$ cat src/rtl/uart_tx_ext.sv
// UART transmitter with a small transmit FIFO and per-frame configuration.
// Each frame latches bit period, data width, parity and stop bits when its
// byte is popped, so the line format can only change between frames.
module uart_tx_ext #(
   parameter int UART_DATA_WIDTH   = 8,
   parameter int CONFIG_DATA_WIDTH = 32,
   parameter int FIFO_DEPTH        = 4
) (
   input  logic                                 i_Clock,
   input  logic                                 i_Reset,
   input  logic [CONFIG_DATA_WIDTH-1:0]         uart_config_data,
   input  logic [$clog2(UART_DATA_WIDTH+1)-1:0] i_Data_Bits,
   input  logic [1:0]                           i_Parity_Mode,
   input  logic                                 i_Stop_Bits,
   input  logic                                 i_Tx_DV,
   input  logic [UART_DATA_WIDTH-1:0]           i_Tx_Byte,
   output logic                                 o_Tx_Ready,
   output logic                                 o_Tx_Overrun,
   output logic [$clog2(FIFO_DEPTH+1)-1:0]      o_Fifo_Count,
   output logic                                 o_Tx_Active,
   output logic                                 o_Tx_Serial,
   output logic                                 o_Tx_Done
);
   localparam int W    = UART_DATA_WIDTH;
   localparam int CW   = CONFIG_DATA_WIDTH;
   localparam int DBW  = $clog2(UART_DATA_WIDTH+1);
   localparam int CNTW = $clog2(FIFO_DEPTH+1);
   localparam int PW   = $clog2(FIFO_DEPTH);
   localparam logic [CNTW-1:0] FULL = CNTW'(FIFO_DEPTH);
   localparam logic [DBW-1:0]  MAXB = DBW'(UART_DATA_WIDTH);

   typedef enum logic [2:0] {IDLE, START, DATA, PARITY, STOP} state_t;

   logic [W-1:0]    mem [FIFO_DEPTH];
   logic [PW-1:0]   wr_ptr, rd_ptr;
   logic [CNTW-1:0] count;
   logic            overrun;

   state_t          state;
   logic [CW-1:0]   period_r, clk_cnt;
   logic [W-1:0]    sh_r;
   logic [DBW-1:0]  nbits_r, bit_idx;
   logic            par_en_r, par_bit_r, stop2_r, tx_serial;

   logic            push, pop, bit_end, stop_end, par_next;
   logic [W-1:0]    head;
   logic [DBW-1:0]  nb_eff;

   // Ready comes from the registered count only, so a write while full is
   // dropped even if a pop frees a slot in the same cycle.
   assign o_Tx_Ready   = (count != FULL);
   assign o_Fifo_Count = count;
   assign o_Tx_Overrun = overrun;
   assign o_Tx_Serial  = tx_serial;
   assign o_Tx_Active  = (state != IDLE);
   assign push     = i_Tx_DV && o_Tx_Ready && !i_Reset;
   assign bit_end  = (clk_cnt == period_r - CW'(1));
   // Last cycle of the last stop bit; the second stop bit is bit_idx 1.
   assign stop_end = (state == STOP) && bit_end && (!stop2_r || bit_idx[0]);
   assign o_Tx_Done = stop_end;
   assign pop      = !i_Reset && (count != '0) && ((state == IDLE) || stop_end);
   assign head     = mem[rd_ptr];

   // Effective data width and parity of the head entry, computed at pop time.
   always_comb begin
      logic acc;
      nb_eff = (i_Data_Bits == '0 || i_Data_Bits > MAXB) ? MAXB : i_Data_Bits;
      acc = 1'b0;
      for (int i = 0; i < W; i++)
         if (i < int'(nb_eff)) acc = acc ^ head[i];
      par_next = acc ^ (i_Parity_Mode == 2'b10);
   end

   // FIFO storage; entries need no reset since count gates every read.
   always_ff @(posedge i_Clock) begin
      if (push) mem[wr_ptr] <= i_Tx_Byte;
   end

   // FIFO pointers, occupancy and the dropped-write pulse.
   always_ff @(posedge i_Clock) begin
      if (i_Reset) begin
         wr_ptr  <= '0;
         rd_ptr  <= '0;
         count   <= '0;
         overrun <= 1'b0;
      end else begin
         overrun <= i_Tx_DV && !o_Tx_Ready;
         if (push) wr_ptr <= wr_ptr + PW'(1);
         if (pop)  rd_ptr <= rd_ptr + PW'(1);
         case ({push, pop})
            2'b10:   count <= count + CNTW'(1);
            2'b01:   count <= count - CNTW'(1);
            default: count <= count;
         endcase
      end
   end

   // Frame sequencer; the serial bit is registered alongside the state.
   always_ff @(posedge i_Clock) begin
      if (i_Reset) begin
         state     <= IDLE;
         tx_serial <= 1'b1;
         clk_cnt   <= '0;
         period_r  <= CW'(1);
         bit_idx   <= '0;
         nbits_r   <= MAXB;
         sh_r      <= '0;
         par_en_r  <= 1'b0;
         par_bit_r <= 1'b0;
         stop2_r   <= 1'b0;
      end else if (pop) begin
         state     <= START;
         tx_serial <= 1'b0;
         clk_cnt   <= '0;
         period_r  <= (uart_config_data == '0) ? CW'(1) : uart_config_data;
         bit_idx   <= '0;
         nbits_r   <= nb_eff;
         sh_r      <= head;
         par_en_r  <= (i_Parity_Mode == 2'b01) || (i_Parity_Mode == 2'b10);
         par_bit_r <= par_next;
         stop2_r   <= i_Stop_Bits;
      end else begin
         if (state != IDLE) clk_cnt <= bit_end ? '0 : clk_cnt + CW'(1);
         if (bit_end) begin
            case (state)
               START: begin
                  state     <= DATA;
                  bit_idx   <= '0;
                  tx_serial <= sh_r[0];
               end
               DATA: begin
                  if (bit_idx == nbits_r - DBW'(1)) begin
                     bit_idx <= '0;
                     if (par_en_r) begin
                        state     <= PARITY;
                        tx_serial <= par_bit_r;
                     end else begin
                        state     <= STOP;
                        tx_serial <= 1'b1;
                     end
                  end else begin
                     bit_idx   <= bit_idx + DBW'(1);
                     sh_r      <= sh_r >> 1;
                     tx_serial <= sh_r[1];
                  end
               end
               PARITY: begin
                  state     <= STOP;
                  bit_idx   <= '0;
                  tx_serial <= 1'b1;
               end
               STOP: begin
                  if (stop_end) begin
                     state     <= IDLE;
                     tx_serial <= 1'b1;
                  end else begin
                     bit_idx <= DBW'(1);
                  end
               end
               default: tx_serial <= 1'b1;
            endcase
         end
      end
   end
endmodule

$ cat config.mk
export PLATFORM = sky130hd
export DESIGN_NAME = uart_tx_ext
export DESIGN_NICKNAME = d
export VERILOG_FILES = /design/src/rtl/uart_tx_ext.sv
export SDC_FILE = /design/constraint.sdc
export NUM_CORES = 1
export LEC_CHECK = 0
export CAP_MARGIN = 15
export CORE_MARGIN = 3
export CORE_UTILIZATION = 64
export DETAILED_ROUTE_END_ITERATION = 12
export DONT_BUFFER_PORTS = 1
export PLACE_DENSITY = 0.8
export RECOVER_POWER = 25
export SYNTH_ARGS = -nofsm -noshare
export SYNTH_HDL_FRONTEND = slang
export SYNTH_SLANG_ARGS = --single-unit
$ cat constraint.sdc
create_clock -name i_Clock -period 6.6 [get_ports i_Clock]
set_clock_uncertainty 0.05 [all_clocks]
set_input_delay 0.99 -clock i_Clock [delete_from_list [all_inputs] [get_ports i_Clock]]
set_output_delay 0.99 -clock i_Clock [all_outputs]
set_load 0.02 [all_outputs]
==> metrics.txt, run 1 <==
CP max FO 13; largest net degree at the start of global routing 34; power per cell area 469.4 nW/µm²; Worst-Margin Slew 1.038 ns; initial antenna violation count 0; most used cell along the critical path or4_4; Leakage Power 2.666 nW; met2 wire len 9105 µm; cell count after placement 811; routed len/inst 21.13 µm; commonest cells in the netlist 97 x dfxtp_1, 83 x nor2_1, 45 x xnor2_1; mean post-synth cell area 9.585 µm²; post_cts resized 0; Clock Latency Late Sink 0.54 ns; peak supply drop 369.9 µV; routed wl met3 1164 µm; delay of the slowest critical-path stage 0.61 ns; Synth Cell Area 6729 µm²; Synth area leader dfxtp_1; fillers 718; TritonRoute pass-1 iters 5; drt via density 6.592; CTS tree built; H-tree depth 4; vias in the first global route 5531; share of layout cells above drive strength 1 0.08592; vias 5557; die area 11780 µm²; clk slew on worst S/H paths 0.06 ns; Port Buffer Count 0; worst hold-check path type flop to flop; worst-path cell chain or4_4 -> or4_4 -> or4_1 -> a2111o_1 -> or3_1 -> nor4_4 -> nand2b_1 -> nor2_1; Mapped Cells 702; top-count cell post-synth dfxtp_1; PnR Total Power 3.465 mW; CP Launch Type flop; Die Span Y 108.5 µm; Post-synth EDFFs 32; Yosys top cell area share 0.2886; Final TNS setup 0 ns; Max Cap Viol 0; unique cell type count in the Yosys netlist 69; asr flop ratio synth 0; CP Class flop to output pin; Layout Cells excl Fill 843; Req. time, crit path 5.56 ns; antenna-violating nets left 0; row count 36; GRT Util Overall 0.3208; clock sinks 129; largest buffer count on any clock path 2; hold buffers post-CTS 0; DRC errors left 0; CP Capture Type output pin; Slew headroom 0.3041; first-pass GRT wire length 28770 µm; GRT overflow 0; Tcrit/Tclk final 0.8348; Synthesis Warnings 0; area growth from synthesis to layout 9.706%; sequential area share after synthesis 0.4314; diode count 0; Hold Slack 0.4301 ns; Crit path max-delay family simple AND/OR/NAND/NOR gates; TritonCTS buffer count 17; Final Hold Fails 0; minimum clock period 5.509 ns; Slew Limit Fails 0; Layout Nets 758; Post-CTS Setup Inserts 0; M1 WL 6818 µm; synth top area cells dfxtp_1 29%, edfxtp_1 14%, xnor2_1 5.9%; hpwl dp 12300 µm; highest routed layer met4; Slowest cell on crit path or4_4; WP data arrival 4.47 ns; initial DRC count 468; top_reg_cell synth dfxtp_1; RSZ-0062 raised after global routing false; core area 10000 µm²; Initial Util 0.6729; critical path buffer and inverter count 0; Final GP Congestion 0.9458; fmax 181.5 MHz; synthesized flop and latch total 129; outcome completed; Syn Nets 763; routed wire length 17810 µm; Setup violations, final 0; die width 108.5 µm; # IOs 58; clock root cell clkbuf_8
power breakdown:
| part | switching [mW] | internal, mW |
|---|---|---|
| logic | 0.829 | 0.577 |
| registers | 0.207 | 0.951 |
| clock network | 0.391 | 0.510 |
| total | 1.43 | 2.04 |
worst min-delay path: stages, from the launching register on:
cell and delay (ns):
dfxtp_1 0.31, nand3_1 0.07, a21oi_1 0.06
layout make-up:
type | instances | area (µm²) | area share
tap | 133 | 166.4 | 0.02254
timing repair buffer | 4 | 30.03 | 0.004068
clock inverter | 15 | 146.4 | 0.01983
sequential | 129 | 2903 | 0.3932
clock buffer | 17 | 414.1 | 0.05610
inverter | 24 | 90.09 | 0.01220
multi-input combinational | 521 | 3632 | 0.4920
sequential cells by signal, summed over array words and instances (netlist names), named ones only:
register      flops
o_Tx_Serial       1
sh_r              8
o_Fifo_Count      3
par_en_r          1
nbits_r           4
o_Tx_Overrun      1
par_bit_r         1
stop2_r           1
bit_idx           4
wr_ptr            2
clk_cnt          32
state             3
rd_ptr            2
mem              32
period_r         32
placed cells by master (no fill, tap or decap), types with 4 or more instances in the layout:
cell | Yosys | routed
nor3b_1 | 5 | 5
or3_1 | 7 | 7
o21ai_0 | 14 | 14
mux2i_1 | 16 | 16
nor3_1 | 28 | 28
or4_1 | 12 | 12
and2_1 | 10 | 9
edfxtp_1 | 32 | 32
nor2_1 | 83 | 83
buf_4 | 0 | 4
xnor2_1 | 45 | 45
xor2_1 | 36 | 36
a21oi_1 | 21 | 20
ha_1 | 10 | 10
inv_6 | 0 | 6
nand2_1 | 27 | 27
nor4_1 | 19 | 19
dfxtp_1 | 97 | 97
a21boi_0 | 4 | 4
a22o_1 | 31 | 31
inv_1 | 24 | 24
nand3_1 | 21 | 21
o31ai_1 | 5 | 5
nand2b_1 | 12 | 12
nor2b_1 | 11 | 11
a211oi_1 | 10 | 10
nand4_1 | 13 | 13
clkbuf_16 | 0 | 16
or2_2 | 7 | 7
mux4_2 | 8 | 8
and3_1 | 5 | 5
through the flow:
step	setup WS, ns	instance area (µm²)	util
global placement	1.769	6822	0.6822
global route	0.8675	7382	0.7382
floorplan	1.819	6729	-
CTS	1.084	7382	0.7382
detailed placement	1.667	6822	0.6822
finish	1.091	7382	0.7382
path summary, 6_finish.rpt:
path,from,to,slack [ns],depth (start not counted)
worst min-delay path,sh_r[7]$_SDFFE_PP0P_,sh_r[7]$_SDFFE_PP0P_,0.43,2
worst max-delay path,period_r[7]$_SDFFE_PP0P_,o_Tx_Done,1.09,8
worst max register to register,period_r[7]$_SDFFE_PP0P_,o_Fifo_Count[2]$_SDFFE_PP0P_,1.72,14
worst min register to register,sh_r[7]$_SDFFE_PP0P_,sh_r[7]$_SDFFE_PP0P_,0.43,2
cells by family after synthesis:
| logic type | Yosys count | share of synthesized area |
|---|---|---|
| and+or+nand+nor | 277 | 0.2198 |
| DFF | 129 | 0.4314 |
| AOI/OAI and AO/OA | 127 | 0.1391 |
| xor gates and xnor gates | 81 | 0.1054 |
| buffers and inverters | 52 | 0.03050 |
| muxes | 25 | 0.05225 |
| adders and majority gates | 11 | 0.02157 |
per-layer routing:
layer  vias to the layer above  track usage
met5                         -            0
met4                         0       0.1461
met3                        56      0.08179
met2                       254       0.5635
met1                      2681       0.3652
li1                       2566            -
Power figures use the tool's default switching activity.
==> run 2: changes to the inputs <==
CORE_UTILIZATION = 58   (was 64)
PLACE_DENSITY = 0.76   (was 0.8)
clock period = 4.75 ns   (was 6.6 ns; I/O delays follow)
==> run 2 against run 1 <==
Compared with the run above:
- total power increased by 45%
- via count is 1.6% lower
- final cell count grew 2.6%
- sequential power is 35% higher
- non-clock buffer count grew 16
- critical path type unchanged
- critical endpoint unchanged
- largest power group unchanged
==> metrics.txt, run 2 (same netlist as run 1, synthesis figures left out) <==
highest routed layer met4; CP Capture Type output pin; Final TNS setup 0 ns; clock sinks 129; antenna-violating nets left 0; TritonCTS buffer count 17; fmax 220.6 MHz; share of layout cells above drive strength 1 0.1034; most common cell after layout, fill and taps aside dfxtp_1; Storage cell area 2903 µm²; Leakage Power 2.765 nW; Tcrit/Tclk final 0.9545; minimum clock period 4.534 ns; cell count after placement 834; CTS tree built; CP Class flop to output pin; clk slew on worst S/H paths 0.06 ns; hold buffers post-CTS 0; area growth from synthesis to layout 12.38%; WP data arrival 3.77 ns; met2 wire len 7983 µm; power per cell area 663.7 nW/µm²; outcome completed; M1 WL 7143 µm; TritonRoute pass-1 iters 5; routed wl met3 874 µm; Initial Util 0.6074; initial antenna violation count 0; Final GP Congestion 0.8884; final worst slack 0.2162 ns; commonest cells after routing, fill and taps aside 97 x dfxtp_1, 83 x nor2_1, 45 x xnor2_1, 36 x xor2_1, 32 x edfxtp_1; die area 12930 µm²; multi-input logic area 3632 µm²; largest net degree at the start of global routing 34; die width 113.7 µm; hpwl dp 11950 µm; DRC errors left 0; diode count 0; end-of-flow core utilization 0.6826; Layout Cells excl Fill 865; Die Span Y 113.7 µm; peak supply drop 412.1 µV; flop-to-flop setup slack 0.22 ns; Worst-Margin Slew 0.7480 ns; Max Cap Viol 0; clock root cell clkbuf_16; vias in the first global route 5495; worst hold-check path type input port to flop; drt via density 6.323; CP max FO 6; # IOs 58; CP Launch Type flop; fillers 873; core area 11080 µm²; Port Buffer Count 0; Place WS 0.1887 ns; vias 5469; Post-CTS Setup Inserts 0; Layout Nets 774; Final Hold Fails 0; post_cts resized 0; GRT Util Overall 0.2680; initial DRC count 377; routed len/inst 19.26 µm; Req. time, crit path 3.99 ns; routed wire length 16660 µm; Clock Latency Late Sink 0.42 ns; first-pass GRT wire length 27150 µm; RSZ-0062 raised after global routing false; H-tree depth 4; Largest regs clk_cnt (32), mem (32), period_r (32); GRT overflow 0; Slew Limit Fails 0; Setup violations, final 0; largest buffer count on any clock path 2; Slew headroom 0.4968; row count 38
-- run 2: final timing paths --
kind,from,to,depth (start not counted)
hold reg to reg,sh_r[7]$_SDFFE_PP0P_,sh_r[7]$_SDFFE_PP0P_,2
setup / recovery,period_r[0]$_SDFFE_PP1P_,o_Tx_Done,9
setup reg to reg,period_r[0]$_SDFFE_PP1P_,o_Fifo_Count[2]$_SDFFE_PP0P_,14
hold / removal,i_Reset,o_Fifo_Count[0]$_SDFFE_PP0P_,1
-- run 2: metal layers --
layer / vias up / track usage
li1: 2607 / -
met1: 2629 / 0.3389
met2: 185 / 0.4295
met3: 48 / 0.06048
met4: 0 / 0.1402
met5: - / 0
-- run 2: power by group --
part	total, mW	switching (mW)	internal (mW)
sequential	1.57	0.248	1.32
clock	1.36	0.487	0.872
combinational	2.09	1.18	0.909
total	5.02	1.92	3.10
-- run 2: final cells by class --
| type | instances | area share |
|---|---|---|
| Inverter | 24 | 0.01191 |
| Tap cell | 140 | 0.02316 |
| Clock buffer | 17 | 0.05625 |
| Timing Repair Buffer | 20 | 0.01985 |
| Sequential cell | 129 | 0.3839 |
| Multi-Input combinational cell | 521 | 0.4803 |
| Clock inverter | 14 | 0.02465 |
-- run 2: worst max-delay path: stages, from the launching register on --
cell	delay, ns
dfxtp_1	0.34
or4_1	0.58
or4_4	0.48
or4_1	0.44
a2111o_1	0.41
or3_1	0.36
nor4_4	0.29
nand2b_1	0.12
nor2_1	0.15
buf_4	0.16
-- run 2: metrics by stage --
stage / hold slack (ns) / total power, mW / area (µm²)
floorplan: 0.3924 / 3.048 / 6733
global placement: 0.4010 / 3.588 / 6950
detailed placement: 0.4132 / 3.642 / 6950
CTS: 0.2970 / 5.017 / 7562
global route: 0.2949 / 5.311 / 7562
finish: 0.3100 / 5.019 / 7562
==> run 3: changes to the inputs <==
RECOVER_POWER = 100   (was 25)
==> run 3 against run 2 <==
Compared with the run above:
- wire length barely moved
- first-iteration DRC count fell by 6.1%
- global-route usage did not move
- critical path type is now flop to flop
- hold slack got worse by 0.0031 ns
- non-clock buffer count unchanged
- final cell count stayed put
- largest cell class unchanged
- clock power about the same
==> metrics.txt, run 3 (same netlist as run 1, synthesis figures left out) <==
Tcrit/Tclk final 0.9552; largest net degree at the start of global routing 34; Max Cap Viol 0; Die Span Y 113.7 µm; commonest cells after routing, fill and taps aside 97 x dfxtp_1, 83 x nor2_1, 45 x xnor2_1, 36 x xor2_1, 32 x edfxtp_1; clk slew on worst S/H paths 0.06 ns; peak supply drop 416.2 µV; CP max FO 6; Crit path max-delay family simple AND/OR/NAND/NOR gates; highest routed layer met4; die area 12930 µm²; r2r endpoint o_Fifo_Count[2]$_SDFFE_PP0P_; TritonCTS buffer count 17; GRT overflow 0; fillers 884; outcome completed; Final Hold Fails 0; vias in the first global route 5495; GRT Util Overall 0.2680; initial antenna violation count 0; H-tree depth 4; flop-to-flop setup slack 0.21 ns; met2 wire len 7975 µm; # IOs 58; first-pass GRT wire length 27150 µm; Critical Path Sink o_Fifo_Count[2]$_SDFFE_PP0P_; Post-CTS Setup Inserts 0; routed wl met3 905 µm; Req. time, crit path 5.05 ns; clock sinks 129; clock root cell clkbuf_16; initial DRC count 354; CP Class flop to flop; power per cell area 663.1 nW/µm²; die width 113.7 µm; r2r startpoint period_r[0]$_SDFFE_PP1P_; antenna-violating nets left 0; Leakage Power 2.745 nW; DRC errors left 0; drt via density 6.320; Hold Slack 0.3069 ns; hpwl dp 11950 µm; WP depth 14; Slowest cell on crit path or4_1; WP data arrival 4.84 ns; CP Capture Type flop; share of layout cells above drive strength 1 0.09655; fmax 220.4 MHz; FF-to-FF path depth 14; diode count 0; most common cell after layout, fill and taps aside dfxtp_1; CTS tree built; routed wire length 16660 µm; Slew Limit Fails 0; area growth from synthesis to layout 12.01%; routed len/inst 19.25 µm; Final GP Congestion 0.8884; Port Buffer Count 0; Setup violations, final 0; RSZ-0062 raised after global routing false; worst-path cell chain or4_1 -> or4_4 -> or4_1 -> a2111o_1 -> or3_1 -> nor4_4 -> a21oi_2 -> nor2_2 -> ha_1 -> inv_1 -> fa_1 -> xor2_1 -> or3_1 -> a21oi_1; Final TNS setup 0 ns; Largest regs clk_cnt (32), mem (32), period_r (32); Worst-Margin Slew 1.211 ns; critical path buffer and inverter count 1; worst hold-check path type input port to flop; hold buffers post-CTS 0; M1 WL 7081 µm; Slew headroom 0.1927; core area 11080 µm²; Clock Latency Late Sink 0.42 ns; Initial Util 0.6074; largest buffer count on any clock path 2; row count 38; CP Launch Type flop; vias 5467; minimum clock period 4.537 ns; Critical Path Start period_r[0]$_SDFFE_PP1P_; post_cts resized 0; delay of the slowest critical-path stage 0.58 ns; TritonRoute pass-1 iters 5; Layout Nets 774
## run 3: layer usage
metal  vias up  track usage
li1       2607            -
met1      2630       0.3389
met2       181       0.4295
met3        49      0.06048
met4         0       0.1402
met5         -            0
## run 3: power breakdown
group | leakage, nW | internal, mW | switching [mW]
clock | 0.291 | 0.872 | 0.488
sequential | 1.08 | 1.32 | 0.248
combinational | 1.38 | 0.892 | 1.18
## run 3: worst register-to-register path, cell delays in order (launching register included)
cell and delay, ns:
dfxtp_1 0.35, or4_1 0.58, or4_4 0.48, or4_1 0.44, a2111o_1 0.41, or3_1 0.36, nor4_4 0.28, a21oi_2 0.12
nor2_2 0.12, ha_1 0.20, inv_1 0.06, fa_1 0.38, xor2_1 0.17, or3_1 0.31, a21oi_1 0.16
## run 3: cell type report
cell class / instances / area, µm² / share of cell area
well taps: 140 / 175.2 / 0.02324
clock buffers: 17 / 425.4 / 0.05644
multi-input cells: 521 / 3623 / 0.4807
inverters: 24 / 90.09 / 0.01195
clock inverters: 14 / 186.4 / 0.02473
flip-flops and latches: 129 / 2903 / 0.3851
repair buffers: 20 / 133.9 / 0.01776
## run 3: stage by stage
stage / std cells / area [µm²] / setup slack (ns) / util / power (mW)
after floorplan: 702 / 6733 / 0.01766 / - / 3.048
after global placement: 834 / 6950 / 0.2822 / 0.6274 / 3.588
after detailed placement: 834 / 6950 / 0.1887 / 0.6274 / 3.642
after CTS: 865 / 7562 / 0.1324 / 0.6826 / 5.017
after global routing: 865 / 7537 / 0.03129 / 0.6804 / 5.287
final: 865 / 7537 / 0.2129 / 0.6804 / 4.998
## run 3: worst min path at each step
stage	from	to	slack (ns)	cells past startpoint
after floorplan	par_bit_r$_SDFFE_PP0P_	par_bit_r$_SDFFE_PP0P_	0.39	1
after global placement	sh_r[7]$_SDFFE_PP0P_	sh_r[7]$_SDFFE_PP0P_	0.40	2
after detailed placement	sh_r[7]$_SDFFE_PP0P_	sh_r[7]$_SDFFE_PP0P_	0.41	2
after CTS	i_Reset	nbits_r[2]$_SDFFE_PP0P_	0.30	1
after global routing	i_Reset	nbits_r[0]$_SDFFE_PP0P_	0.29	1
final	i_Reset	o_Fifo_Count[0]$_SDFFE_PP0P_	0.31	1
